$ cat src/rtl/rv_pkg.sv
// Shared types and widths for the writeback path and load scoreboard.
// Latency: n/a (declarations only).
// Backpressure: n/a.
// Contents: data/address widths, register count, writeback source and arbiter state enums,
//           scoreboard counter type and its saturation value.
package rv_pkg;

  localparam int DATA_LENGTH     = 32;
  localparam int REG_ADDR_LENGTH = 5;
  localparam int REG_COUNT       = 32;

  typedef enum logic {WB_ALU, WB_LD} wb_src_t;
  typedef enum logic {ALU_PRI, LD_FORCE} arb_state_t;

  typedef logic [1:0] sb_cnt_t;
  localparam sb_cnt_t SB_MAX = 2'd3;

endpackage

$ cat src/rtl/ld_scoreboard.sv
// Per-register count of outstanding loads; flags decode hazards and gates new load issue.
// Latency: issue/commit update the counts on the next edge; hazard and issue_ok are combinational.
// Backpressure: issue_ok_o low when the destination count is saturated.
// Ports: clk, rst_n; issue_vld_i/issue_rd_i (load sent to memory); commit_vld_i/commit_rd_i
//        (load data written to the register file); rs1_addr_i/rs2_addr_i; issue_ok_o; hazard_o.
module ld_scoreboard
  import rv_pkg::*;
(
  input  logic                       clk,
  input  logic                       rst_n,
  input  logic                       issue_vld_i,
  input  logic [REG_ADDR_LENGTH-1:0] issue_rd_i,
  input  logic                       commit_vld_i,
  input  logic [REG_ADDR_LENGTH-1:0] commit_rd_i,
  input  logic [REG_ADDR_LENGTH-1:0] rs1_addr_i,
  input  logic [REG_ADDR_LENGTH-1:0] rs2_addr_i,
  output logic                       issue_ok_o,
  output logic                       hazard_o
);

  sb_cnt_t cnt_q [REG_COUNT];
  sb_cnt_t cnt_d [REG_COUNT];

  always_comb begin
    cnt_d = cnt_q;
    // x0 is never tracked, so entry 0 is left at zero.
    for (int r = 1; r < REG_COUNT; r++) begin
      // An issue and a commit landing on the same register cancel, even when the
      // count is saturated: the outstanding total is unchanged either way.
      if (issue_vld_i && (issue_rd_i == REG_ADDR_LENGTH'(r)) &&
          commit_vld_i && (commit_rd_i == REG_ADDR_LENGTH'(r))) begin
        cnt_d[r] = cnt_q[r];
      end else if (issue_vld_i && (issue_rd_i == REG_ADDR_LENGTH'(r)) &&
                   (cnt_q[r] != SB_MAX)) begin
        cnt_d[r] = cnt_q[r] + 2'd1;
      end else if (commit_vld_i && (commit_rd_i == REG_ADDR_LENGTH'(r)) &&
                   (cnt_q[r] != 2'd0)) begin
        // Guarded against underflow; a commit with nothing pending is an upstream error.
        cnt_d[r] = cnt_q[r] - 2'd1;
      end
    end
  end

  always_ff @(posedge clk or negedge rst_n) begin
    if (!rst_n) begin
      cnt_q <= '{default: '0};
    end else begin
      cnt_q <= cnt_d;
    end
  end

  assign issue_ok_o = (cnt_q[issue_rd_i] != SB_MAX);
  assign hazard_o   = ((rs1_addr_i != '0) && (cnt_q[rs1_addr_i] != 2'd0)) ||
                      ((rs2_addr_i != '0) && (cnt_q[rs2_addr_i] != 2'd0));

endmodule

$ cat src/rtl/reg_wb_arbiter.sv
// Arbitrates the single register-file write port between ALU writeback and load return.
// Latency: grant is combinational; the register-file write is registered one cycle after grant.
// Backpressure: alu_ready/ld_ready low for the losing requester; loads are forced through after STARVE_LIMIT losses.
// Ports: clk, rst_n; alu_valid/alu_ready/alu_rd/alu_data; ld_valid/ld_ready/ld_rd/ld_data;
//        ld_issue/ld_issue_rd/ld_issue_ok; rs1_addr/rs2_addr/hazard; RegWEn/addrD/dataD.
module reg_wb_arbiter
  import rv_pkg::*;
#(
  parameter int STARVE_LIMIT = 4
) (
  input  logic                       clk,
  input  logic                       rst_n,
  input  logic                       alu_valid,
  output logic                       alu_ready,
  input  logic [REG_ADDR_LENGTH-1:0] alu_rd,
  input  logic [DATA_LENGTH-1:0]     alu_data,
  input  logic                       ld_valid,
  output logic                       ld_ready,
  input  logic [REG_ADDR_LENGTH-1:0] ld_rd,
  input  logic [DATA_LENGTH-1:0]     ld_data,
  input  logic                       ld_issue,
  input  logic [REG_ADDR_LENGTH-1:0] ld_issue_rd,
  output logic                       ld_issue_ok,
  input  logic [REG_ADDR_LENGTH-1:0] rs1_addr,
  input  logic [REG_ADDR_LENGTH-1:0] rs2_addr,
  output logic                       hazard,
  output logic                       RegWEn,
  output logic [REG_ADDR_LENGTH-1:0] addrD,
  output logic [DATA_LENGTH-1:0]     dataD
);

  localparam int SW = $clog2(STARVE_LIMIT + 1);

  arb_state_t                 state_q, state_d;
  logic [SW-1:0]              starve_q, starve_d;
  logic                       wen_q, wen_d;
  logic [REG_ADDR_LENGTH-1:0] addr_q, addr_d;
  logic [DATA_LENGTH-1:0]     data_q, data_d;
  wb_src_t                    src_q, src_d;

  // Arbitration FSM: ready depends only on the valids and the current state.
  always_comb begin
    state_d   = state_q;
    starve_d  = starve_q;
    alu_ready = 1'b0;
    ld_ready  = 1'b0;
    case (state_q)
      ALU_PRI: begin
        alu_ready = alu_valid;
        ld_ready  = ld_valid && !alu_valid;
        if (alu_valid && ld_valid) begin
          starve_d = starve_q + 1'b1;
          if (starve_d == SW'(STARVE_LIMIT)) state_d = LD_FORCE;
        end
        if (ld_ready) starve_d = '0;
      end
      LD_FORCE: begin
        // The load owns this cycle; the ALU only uses the port if the load went away.
        ld_ready  = ld_valid;
        alu_ready = alu_valid && !ld_valid;
        state_d   = ALU_PRI;
        starve_d  = '0;
      end
      default: begin
        state_d  = ALU_PRI;
        starve_d = '0;
      end
    endcase
  end

  // Write stage: x0 grants are consumed without a write, and address/data
  // only move on a real write so they hold through idle cycles.
  always_comb begin
    wen_d  = 1'b0;
    addr_d = addr_q;
    data_d = data_q;
    src_d  = src_q;
    if (ld_ready && (ld_rd != '0)) begin
      wen_d  = 1'b1;
      addr_d = ld_rd;
      data_d = ld_data;
      src_d  = WB_LD;
    end else if (alu_ready && (alu_rd != '0)) begin
      wen_d  = 1'b1;
      addr_d = alu_rd;
      data_d = alu_data;
      src_d  = WB_ALU;
    end
  end

  always_ff @(posedge clk or negedge rst_n) begin
    if (!rst_n) begin
      state_q  <= ALU_PRI;
      starve_q <= '0;
      wen_q    <= 1'b0;
      addr_q   <= '0;
      data_q   <= '0;
      src_q    <= WB_ALU;
    end else begin
      state_q  <= state_d;
      starve_q <= starve_d;
      wen_q    <= wen_d;
      addr_q   <= addr_d;
      data_q   <= data_d;
      src_q    <= src_d;
    end
  end

  assign RegWEn = wen_q;
  assign addrD  = addr_q;
  assign dataD  = data_q;

  // The load's count is released on the edge that commits its data, so decode
  // sees the hazard clear only once the register file holds the value.
  ld_scoreboard u_sb (
    .clk          (clk),
    .rst_n        (rst_n),
    .issue_vld_i  (ld_issue),
    .issue_rd_i   (ld_issue_rd),
    .commit_vld_i (wen_q && (src_q == WB_LD)),
    .commit_rd_i  (addr_q),
    .rs1_addr_i   (rs1_addr),
    .rs2_addr_i   (rs2_addr),
    .issue_ok_o   (ld_issue_ok),
    .hazard_o     (hazard)
  );

endmodule

$ cat config.mk
export PLATFORM = sky130hd
export DESIGN_NAME = reg_wb_arbiter
export DESIGN_NICKNAME = d
export VERILOG_FILES = /design/src/rtl/rv_pkg.sv /design/src/rtl/ld_scoreboard.sv /design/src/rtl/reg_wb_arbiter.sv
export SDC_FILE = /design/constraint.sdc
export NUM_CORES = 1
export LEC_CHECK = 0
export BUFFER_PORTS_ARGS = -buffer_cell sky130_fd_sc_hd__buf_2
export CAP_MARGIN = 20
export CORE_UTILIZATION = 55
export DETAILED_ROUTE_END_ITERATION = 7
export PLACE_DENSITY = 0.8
export SYNTH_ARGS = -nofsm -noshare
export SYNTH_HDL_FRONTEND = slang
export SYNTH_SLANG_ARGS = --single-unit
$ cat constraint.sdc
create_clock -name clk -period 3.9 [get_ports clk]
set_input_delay 0.39 -clock clk [delete_from_list [all_inputs] [get_ports clk]]
set_output_delay 0.39 -clock clk [all_outputs]
set_load 0.005 [all_outputs]
# [Word level (Yosys, flattened, before mapping)]
# Cells that the tools add are included.
[op_classes] add_sub_neg=63 order_cmp=3 eq_ne=96 n_mux=87 n_bitwise=35 n_reduce_logical=297
[ops] operator="1-bit logical AND" n=194
[ops] operator="5-bit == test, second input constant" n=32
[ops] operator="2-bit 2-to-1 mux" n=68
[ops] operator="2-bit nonzero test" n=65
[ops] operator="5-bit by 4-bit == test with 1-bit output, second input constant" n=16
[ops] operator="32-bit 2-to-1 mux" n=2
[ops] operator="2-bit != test, second input constant" n=32
[ops] operator="2-bit by 1-bit adder with 2-bit output, second input constant" n=31
[ops] operator="2-bit AND reduction" n=31
[ops] operator="2-bit by 1-bit subtractor with 2-bit output, second input constant" n=31
[ops] operator="5-bit by 3-bit == test with 1-bit output, second input constant" n=8
[ops] operator="1-bit NOT" n=32
[ops] operator="2-bit binary-select mux with 5-bit select" n=3
[ops] operator="5-bit by 2-bit == test with 1-bit output, second input constant" n=4
[ops] operator="5-bit nonzero test" n=4
[ops] operator="6-bit greater-or-equal comparator, second input constant" n=3
[ops] operator="5-bit NOT with 6-bit output" n=3
[ops] operator="5-bit by 1-bit == test with 1-bit output, second input constant" n=2
[ops] operator="5-bit 2-to-1 mux" n=2
[ops] operator="1-bit 2-to-1 mux" n=6
[ops] operator="3-bit 2-to-1 mux" n=2
[ops] operator="1-bit case mux with 2 select lines" n=3
[ops] operator="3-bit case mux with 2 select lines" n=1
[ops] operator="3-bit by 1-bit adder with 3-bit output, second input constant" n=1
[ops] operator="other kinds (4)" n=5
[word_totals] ff_bits=105 inputBits=94 out_inout_bits=42 word_cells=618

# [Logic depth before layout (Yosys ltp)]
# Gate-level depths: netlist of the first run.
[depth] depth_word=7 ltp_mapped=8 depth_no_buf=5

# [Modules after synthesis]
# A second synthesis of the first run with hierarchy kept.
[hier_totals] cells_unflattened=821 hier_area_um2=6700.2
[modules_own_cells] mod="ld_scoreboard" n_inst=1 cells_each=594 area_per_inst_um2=4648.2 seq_area_each_um2=1551.5
[modules_own_cells] mod="reg_wb_arbiter" n_inst=1 cells_each=227 area_per_inst_um2=2052.0 seq_area_each_um2=1076.0

# [Worst setup path after synthesis of the first run]
# No wires, ideal clock.
[synth_timing] kind="input to output" startpoint="input port rs1_addr[1]" endpoint="output port hazard" t_arrival_ns=1.684 required_time_ns=3.510 setup_slack_ns=1.826 path_stages=4 path_buffers=0 cell_sequence="inv_2 mux4_2 mux4_2 o221ai_2"
[synth_via] elab_chain_cells=7 elab_cells_between_ends=8 cone_classes="mux (3); bitwise (1); reduce/logical (4)"
[synth_lines] item="start: declaration" line="reg_wb_arbiter.sv:24" rtl="input logic [REG_ADDR_LENGTH-1:0] rs1_addr,"
[synth_lines] item="5-bit NOT with 6-bit output (not written as such)" line="ld_scoreboard.sv:53" rtl="assign hazard_o = ((rs1_addr_i != '0) && (cnt_q[rs1_addr_i] != 2'd0)) ||"
[synth_lines] item="2-bit binary-select mux with 5-bit select" line="ld_scoreboard.sv:53"
[synth_lines] item="2-bit 2-to-1 mux (not written as such) (2 in series)" line="ld_scoreboard.sv:53"
[synth_lines] item="2-bit nonzero test" line="ld_scoreboard.sv:53"
[synth_lines] item="1-bit logical AND *" line="ld_scoreboard.sv:53"
[synth_lines] item="1-bit logical OR *" line="ld_scoreboard.sv:53"
[synth_lines] item="end: declaration" line="reg_wb_arbiter.sv:26" rtl="output logic hazard,"
# Mark *: on every way between the ends. The rest lies on a longest branch, timed or not. The select of a mux whose other input is x is not followed.

# [Worst setup path after layout of the first run]
[layout_timing] startpoint="input port ld_issue_rd[1]" endpoint="output port ld_issue_ok"
[layout_via] elab_chain_cells=5
[layout_lines] item="start: declaration" line="reg_wb_arbiter.sv:22" rtl="input logic [REG_ADDR_LENGTH-1:0] ld_issue_rd,"
[layout_lines] item="5-bit NOT with 6-bit output (not written as such)" line="ld_scoreboard.sv:52" rtl="assign issue_ok_o = (cnt_q[issue_rd_i] != SB_MAX);"
[layout_lines] item="2-bit binary-select mux with 5-bit select" line="ld_scoreboard.sv:52"
[layout_lines] item="2-bit 2-to-1 mux (not written as such) (2 in series)" line="ld_scoreboard.sv:52"
[layout_lines] item="2-bit != test" line="ld_scoreboard.sv:52"
[layout_lines] item="end: declaration" line="reg_wb_arbiter.sv:23" rtl="output logic ld_issue_ok,"
# No other way between the ends. The select of a mux whose other input is x is not followed.

==> results_dict.tcl, run 1 <==
set metrics [dict create \
    status "complete, no violations" \
    first_global_vias 6021 \
    synth_edf_count 0 \
    clockBufferDepth 2 \
    io_buffers 135 \
    netSwitchingFraction 0.338 \
    die_area_um2 12800 \
    gr-total-overflow 0 \
    rows 40 \
    hold_buffers 0 \
    detailed_place.area_um2 7480 \
    arrival_ns 2.27 \
    crit_type "in2out" \
    track_usage 0.295 \
    antenna_found_initial 1 \
    grt_max_degree 69 \
    required_ns 3.51 \
    ys_async_sr_fraction 1.00 \
    drt-initial-drc-count 536 \
    nets 1035 \
    postSynthAreaPerCell_um2 8.20 \
    ant_nets 0 \
    initial_core_util 0.564 \
    fin_area_um2 7800 \
    root_buffer "clkbuf_16" \
    pre_cts_ws_ns 1.28 \
    cts_setup_buffers 0 \
    syn_area_um2 6780 \
    ys_top_cells_by_area "dfrtp_1 39%, nor2_1 7.1%, nand2_1 7.0%, mux4_2 5.6%, mux2i_1 5.5%" \
    post_synth_inst_count 827 \
    synth-seq-area-share 0.388 \
    drc 0 \
    tightestPinTransition_ns 0.878 \
    synth_cell_types 58 \
    fmax_mhz 376 \
    clkPwrFrac 0.291 \
    die-width_um 113 \
    setup_ws_ns 1.24 \
    power_mw 3.27 \
    cp-startpoint "ld_issue_rd[1]" \
    syn-num-nets 923 \
    cts_sinks 105 \
    maxCapViolCount 0 \
    io-pin-count 136 \
    cp-endpoint "ld_issue_ok" \
    h-tree-depth 3 \
    start_kind "input pin" \
    p_seq_frac 0.459 \
    totalWireLength_mm 17.8 \
    clk_latency_ns 0.36 \
    vdd_ir_drop_max_mv 0.206 \
    maxSlewHeadroom 0.415 \
    cts_tree "done" \
    synth_top_area_frac 0.388 \
    period_share 0.681 \
    grt_pass1_wl_mm 29.4 \
    r2r_cells 5 \
    regToRegStartpoint "addrD[4]" \
    clk_pin_slew_ns 0.07 \
    dominantRegCellSynth "dfrtp_1" \
    cp-end-kind "output pin" \
    power_density_nw_per_um2 420 \
    grt_setup_unrepaired "false" \
    via_per_inst 5.99 \
    hold_path.class "in2async" \
    drt_pass1_iterations 5 \
    core_um2 12000 \
    wl_per_cell_um 16.3 \
    final_layout_size_suffix_gt1_frac 0.207 \
    slew_viol_final 0 \
    fin_skew_ns 0.0123 \
    dp_hpwl_mm 13.1 \
    ctsResizeCount 0 \
    path_max_fanout 48 \
    combPwrFrac 0.250 \
    synth_top_area_cell "dfrtp_1" \
    fin_crit_ns 2.66 \
    synth_warnings 0 \
    die_h_um 113 \
    leakagePower_nw 3.41 \
    p_int_mw 2.17 \
    power_switching_mw 1.11 \
    ff2ff_setup_slack_ns 1.67 \
    syn2layout_area_growth_pct 15.0 \
    numCtsBuffers 9 \
    via_count 6540 \
    setup_violations 0 \
    finalHoldViolations 0 \
    r2r-end "u_sb.cnt_q[36]" \
    fin_setup_tns_ns 0 \
    synth.ff_latch_count 105 \
    gp_congestion 0.844 \
]
-- kinds of logic after synthesis --
group / Yosys count / synth area share
AO/OA/AOI/OAI: 197 / 0.169
buffers and inverters: 52 / 0.0369
adder cells (fa/ha/maj): 2 / 0.00369
flip-flops: 105 / 0.388
AND/OR/NAND/NOR: 409 / 0.278
multiplexers: 62 / 0.124
-- critical path: stages --
cell     delay, ns
buf_2         0.55
o21ai_0       0.21
mux4_2        0.49
mux2_2        0.28
mux2i_1       0.19
buf_2         0.15
-- metal layers --
metal	vias up	wire length, µm	track usage
met5	-	0	0
met4	0	422	0.127
met3	33	1610	0.0621
met2	315	7970	0.458
met1	3022	7750	0.402
li1	3170	-	-
-- worst min-delay path by stage --
stage	end	from	slack, ns	cells after the start
3_3_place_gp	starve_q[1]	state_q	0.49	1
5_1_grt	u_sb.cnt_q[61]	rst_n	0.23	1
3_5_place_dp	starve_q[2]	state_q	0.51	1
2_1_floorplan	RegWEn	rst_n	0.09	0
4_1_cts	u_sb.cnt_q[55]	rst_n	0.18	1
6_report	u_sb.cnt_q[58]	rst_n	0.16	1
-- cell usage after synthesis (4+ instances only) --
library cell and count:
nor3_1 43, nand3b_1 4, or3_1 8, nand2_1 127, nand3_1 41, nor2b_1 10, inv_1 13, nand2b_1 9
a211oi_1 10, or2_2 4, a21oi_1 57, a31oi_1 4, nor3b_1 6, mux2i_1 37, o21bai_1 6, dfrtp_1 105
o211ai_1 6, o21ai_0 65, mux4_2 17, and3_1 8, nor2_1 128, a21boi_0 6, and2_1 4, o21ai_1 19
clkbuf_1 17, mux2_2 8, buf_2 14
-- per-stage QoR --
stage          hold slack, ns  std cells  utilization
6_report                0.155       1092        0.649
5_1_grt                 0.228       1092        0.649
4_1_cts                 0.181       1091        0.649
3_5_place_dp            0.508       1075        0.623
3_3_place_gp            0.495       1075        0.623
2_1_floorplan          0.0944        827            -
-- cells in the final DEF, fill, tap and decap left out, types with 5 or more instances in the layout --
master     netlist  final
buf_2           14    134
o21ai_0         65     65
nand2b_1         9      9
a21boi_0         6      6
o21bai_1         6      6
and3_1           8      8
mux4_2          17     17
nand3_1         41     41
dfrtp_1        105    105
inv_1           13     13
or3_1            8      8
nor2b_1         10     10
nor3_1          43     43
o21ai_1         19     19
clkbuf_16        0      9
a21oi_1         57     57
nor2_1         128    128
a211oi_1        10     10
mux2_2           8      8
nand2_1        127    127
buf_4            3      5
o211ai_1         6      6
nor3b_1          6      6
mux2i_1         37     37
-- state kept, by name, indices dropped and copies added (netlist names) --
register / flops
RegWEn: 1
starve_q: 3
u_sb.cnt_q: 62
dataD: 32
addrD: 5
state_q: 1
src_q: 1
-- power by group through the flow --
stage / clock (mW) / sequential (mW) / combinational (mW)
3_3_place_gp: 0 / 1.51 / 0.795
6_report: 0.954 / 1.50 / 0.819
5_1_grt: 1.02 / 1.53 / 0.915
4_1_cts: 0.975 / 1.49 / 0.816
2_1_floorplan: 0 / 1.44 / 0.574
3_5_place_dp: 0 / 1.51 / 0.817
-- cell type report --
cell class                 instances  area [µm²]
fill                            1045        4220
multi-input combinational        670        3910
sequential                       105        2630
timing repair buffer             139         708
clock buffer                       9         225
tap                              147         184
clock inverter                     7        86.3
inverter                          14        52.6
antenna                            1        2.50
Note: power is estimated with default switching activity, not from simulation.
==> run 2: changes to the inputs <==
==> constraint.sdc (replaced) <==
create_clock -name clk -period 2.7 [get_ports clk]
set_input_delay 0.27 -clock clk [delete_from_list [all_inputs] [get_ports clk]]
set_output_delay 0.27 -clock clk [all_outputs]
set_load 0.005 [all_outputs]
==> run 2 against run 1 <==
Sequential power up 45%; clock power is 33% higher; clock skew decreased by 0.0025 ns; combinational power increased by 50%; critical path type is now reg2out.
==> results_dict.tcl, run 2 (same netlist as run 1, synthesis figures left out) <==
set metrics [dict create \
    grt_pass1_wl_mm 29.8 \
    io-pin-count 136 \
    max_stage_delay_ns 0.49 \
    arrival_ns 2.19 \
    syn2layout_area_growth_pct 15.6 \
    h-tree-depth 3 \
    fin_area_um2 7840 \
    detailed_place.area_um2 7540 \
    grt_max_degree 59 \
    io_buffers 135 \
    final_layout_size_suffix_gt1_frac 0.209 \
    track_usage 0.299 \
    layout_common_cells "134 x buf_2, 128 x nor2_1, 127 x nand2_1" \
    cts_setup_buffers 0 \
    drt-initial-drc-count 632 \
    cts_sinks 105 \
    clockBufferDepth 2 \
    cp_slowest_cell "mux4_2" \
    met3_length_mm 1.66 \
    status "complete, no violations" \
    largest-register "u_sb.cnt_q" \
    regArea_um2 2630 \
    period_share 0.911 \
    path_common_cell "mux4_2" \
    setup_violations 0 \
    clk_pin_slew_ns 0.08 \
    drc 0 \
    via_per_inst 6.09 \
    power_density_nw_per_um2 595 \
    core_um2 12000 \
    gr-total-overflow 0 \
    dp_cells 1080 \
    finalHoldViolations 0 \
    wl_met1_mm 7.57 \
    tightestPinTransition_ns 0.675 \
    totalWireLength_mm 18.1 \
    wl_per_cell_um 16.5 \
    power_mw 4.66 \
    drt_pass1_iterations 5 \
    dp_hpwl_mm 13.5 \
    die-width_um 113 \
    first_global_vias 6286 \
    hold_path.class "in2reg" \
    whs_ns 0.111 \
    start_kind "flip-flop" \
    vdd_ir_drop_max_mv 0.461 \
    wl_met2_mm 8.32 \
    path_max_fanout 5 \
    fin_cells 1098 \
    leakagePower_nw 3.43 \
    setup_ws_ns 0.239 \
    top_layer_used "met4" \
    initial_core_util 0.564 \
    pre_cts_ws_ns 0.439 \
    path_cells "nor2_1 -> mux4_2 -> mux4_2 -> o221ai_2 -> buf_2" \
    slew_viol_final 0 \
    layout_commonest_cell "buf_2" \
    numCtsBuffers 9 \
    largest_reg_flops 62 \
    die_area_um2 12800 \
    grt_setup_unrepaired "false" \
    clk_latency_ns 0.36 \
    root_buffer "clkbuf_16" \
    gp_congestion 0.935 \
    maxSlewHeadroom 0.550 \
    maxCapViolCount 0 \
    fin_crit_ns 2.46 \
    die_h_um 113 \
    ant_nets 0 \
    final_util 0.652 \
    cts_tree "done" \
    rows 40 \
    fmax_mhz 406 \
    cp-end-kind "output pin" \
    nets 1041 \
    multiInputGateArea_um2 3910 \
    fin_setup_tns_ns 0 \
    fin_skew_ns 0.00977 \
    nFillCells 1038 \
    required_ns 2.43 \
    via_count 6682 \
    crit_type "reg2out" \
    antenna_found_initial 2 \
]
run 2: cell count changes in the layout (fill, tap and decap cells not counted), sizes merged:
| cell | before | now |
|---|---|---|
| buf | 139 | 144 |
| clkinv | 3 | 1 |
| bufinv | 1 | 0 |
| clkbuf | 9 | 10 |
| diode | 1 | 2 |
| dlygate4sd3 | 0 | 1 |
| inv | 17 | 18 |
run 2: layout make-up:
class,count,area share
clock inverter,5,0.00591
inverter,14,0.00671
antenna,2,0.000639
tap,147,0.0235
timing repair buffer,145,0.0996
clock buffer,10,0.0292
sequential,105,0.335
multi-input combinational,670,0.499
run 2: what timing repair did:
item	4_1_cts	5_1_grt
hold endpoints to repair	47	0
gates resized for setup	0	0
hold buffers	1	0
run 2: layer usage:
metal / global-route usage / vias up
met5: 0 / -
met4: 0.137 / 0
met3: 0.0750 / 46
met2: 0.478 / 348
met1: 0.385 / 3100
li1: - / 3188
run 2: power breakdown:
group / internal (mW) / switching, mW / leakage, nW / total, mW
Sequential: 1.83 / 0.339 / 1.31 / 2.17
Clock: 0.640 / 0.627 / 0.136 / 1.27
Combinational: 0.578 / 0.648 / 1.99 / 1.23
Total: 3.05 / 1.61 / 3.43 / 4.66
run 2: final timing paths:
| path | start | endpoint | slack, ns | cells after the start |
|---|---|---|---|---|
| max in group asynchronous | rst_n | dataD[24] | 1.49 | 3 |
| min in group asynchronous | rst_n | u_sb.cnt_q[56] | 0.48 | 2 |
| max | u_sb.cnt_q[1] | hazard | 0.24 | 5 |
| min reg2reg | state_q | starve_q[0] | 0.52 | 1 |
| min | ld_data[28] | dataD[28] | 0.11 | 3 |
| max reg2reg | addrD[0] | u_sb.cnt_q[0] | 0.78 | 5 |
run 2: worst max-delay path, delay by kind of cell (launching register included):
family | cells | cell delay [ns]
compound gates | 1 | 0.16
buf+inv | 1 | 0.14
flops | 1 | 0.46
mux | 2 | 0.96
simple gates | 1 | 0.12
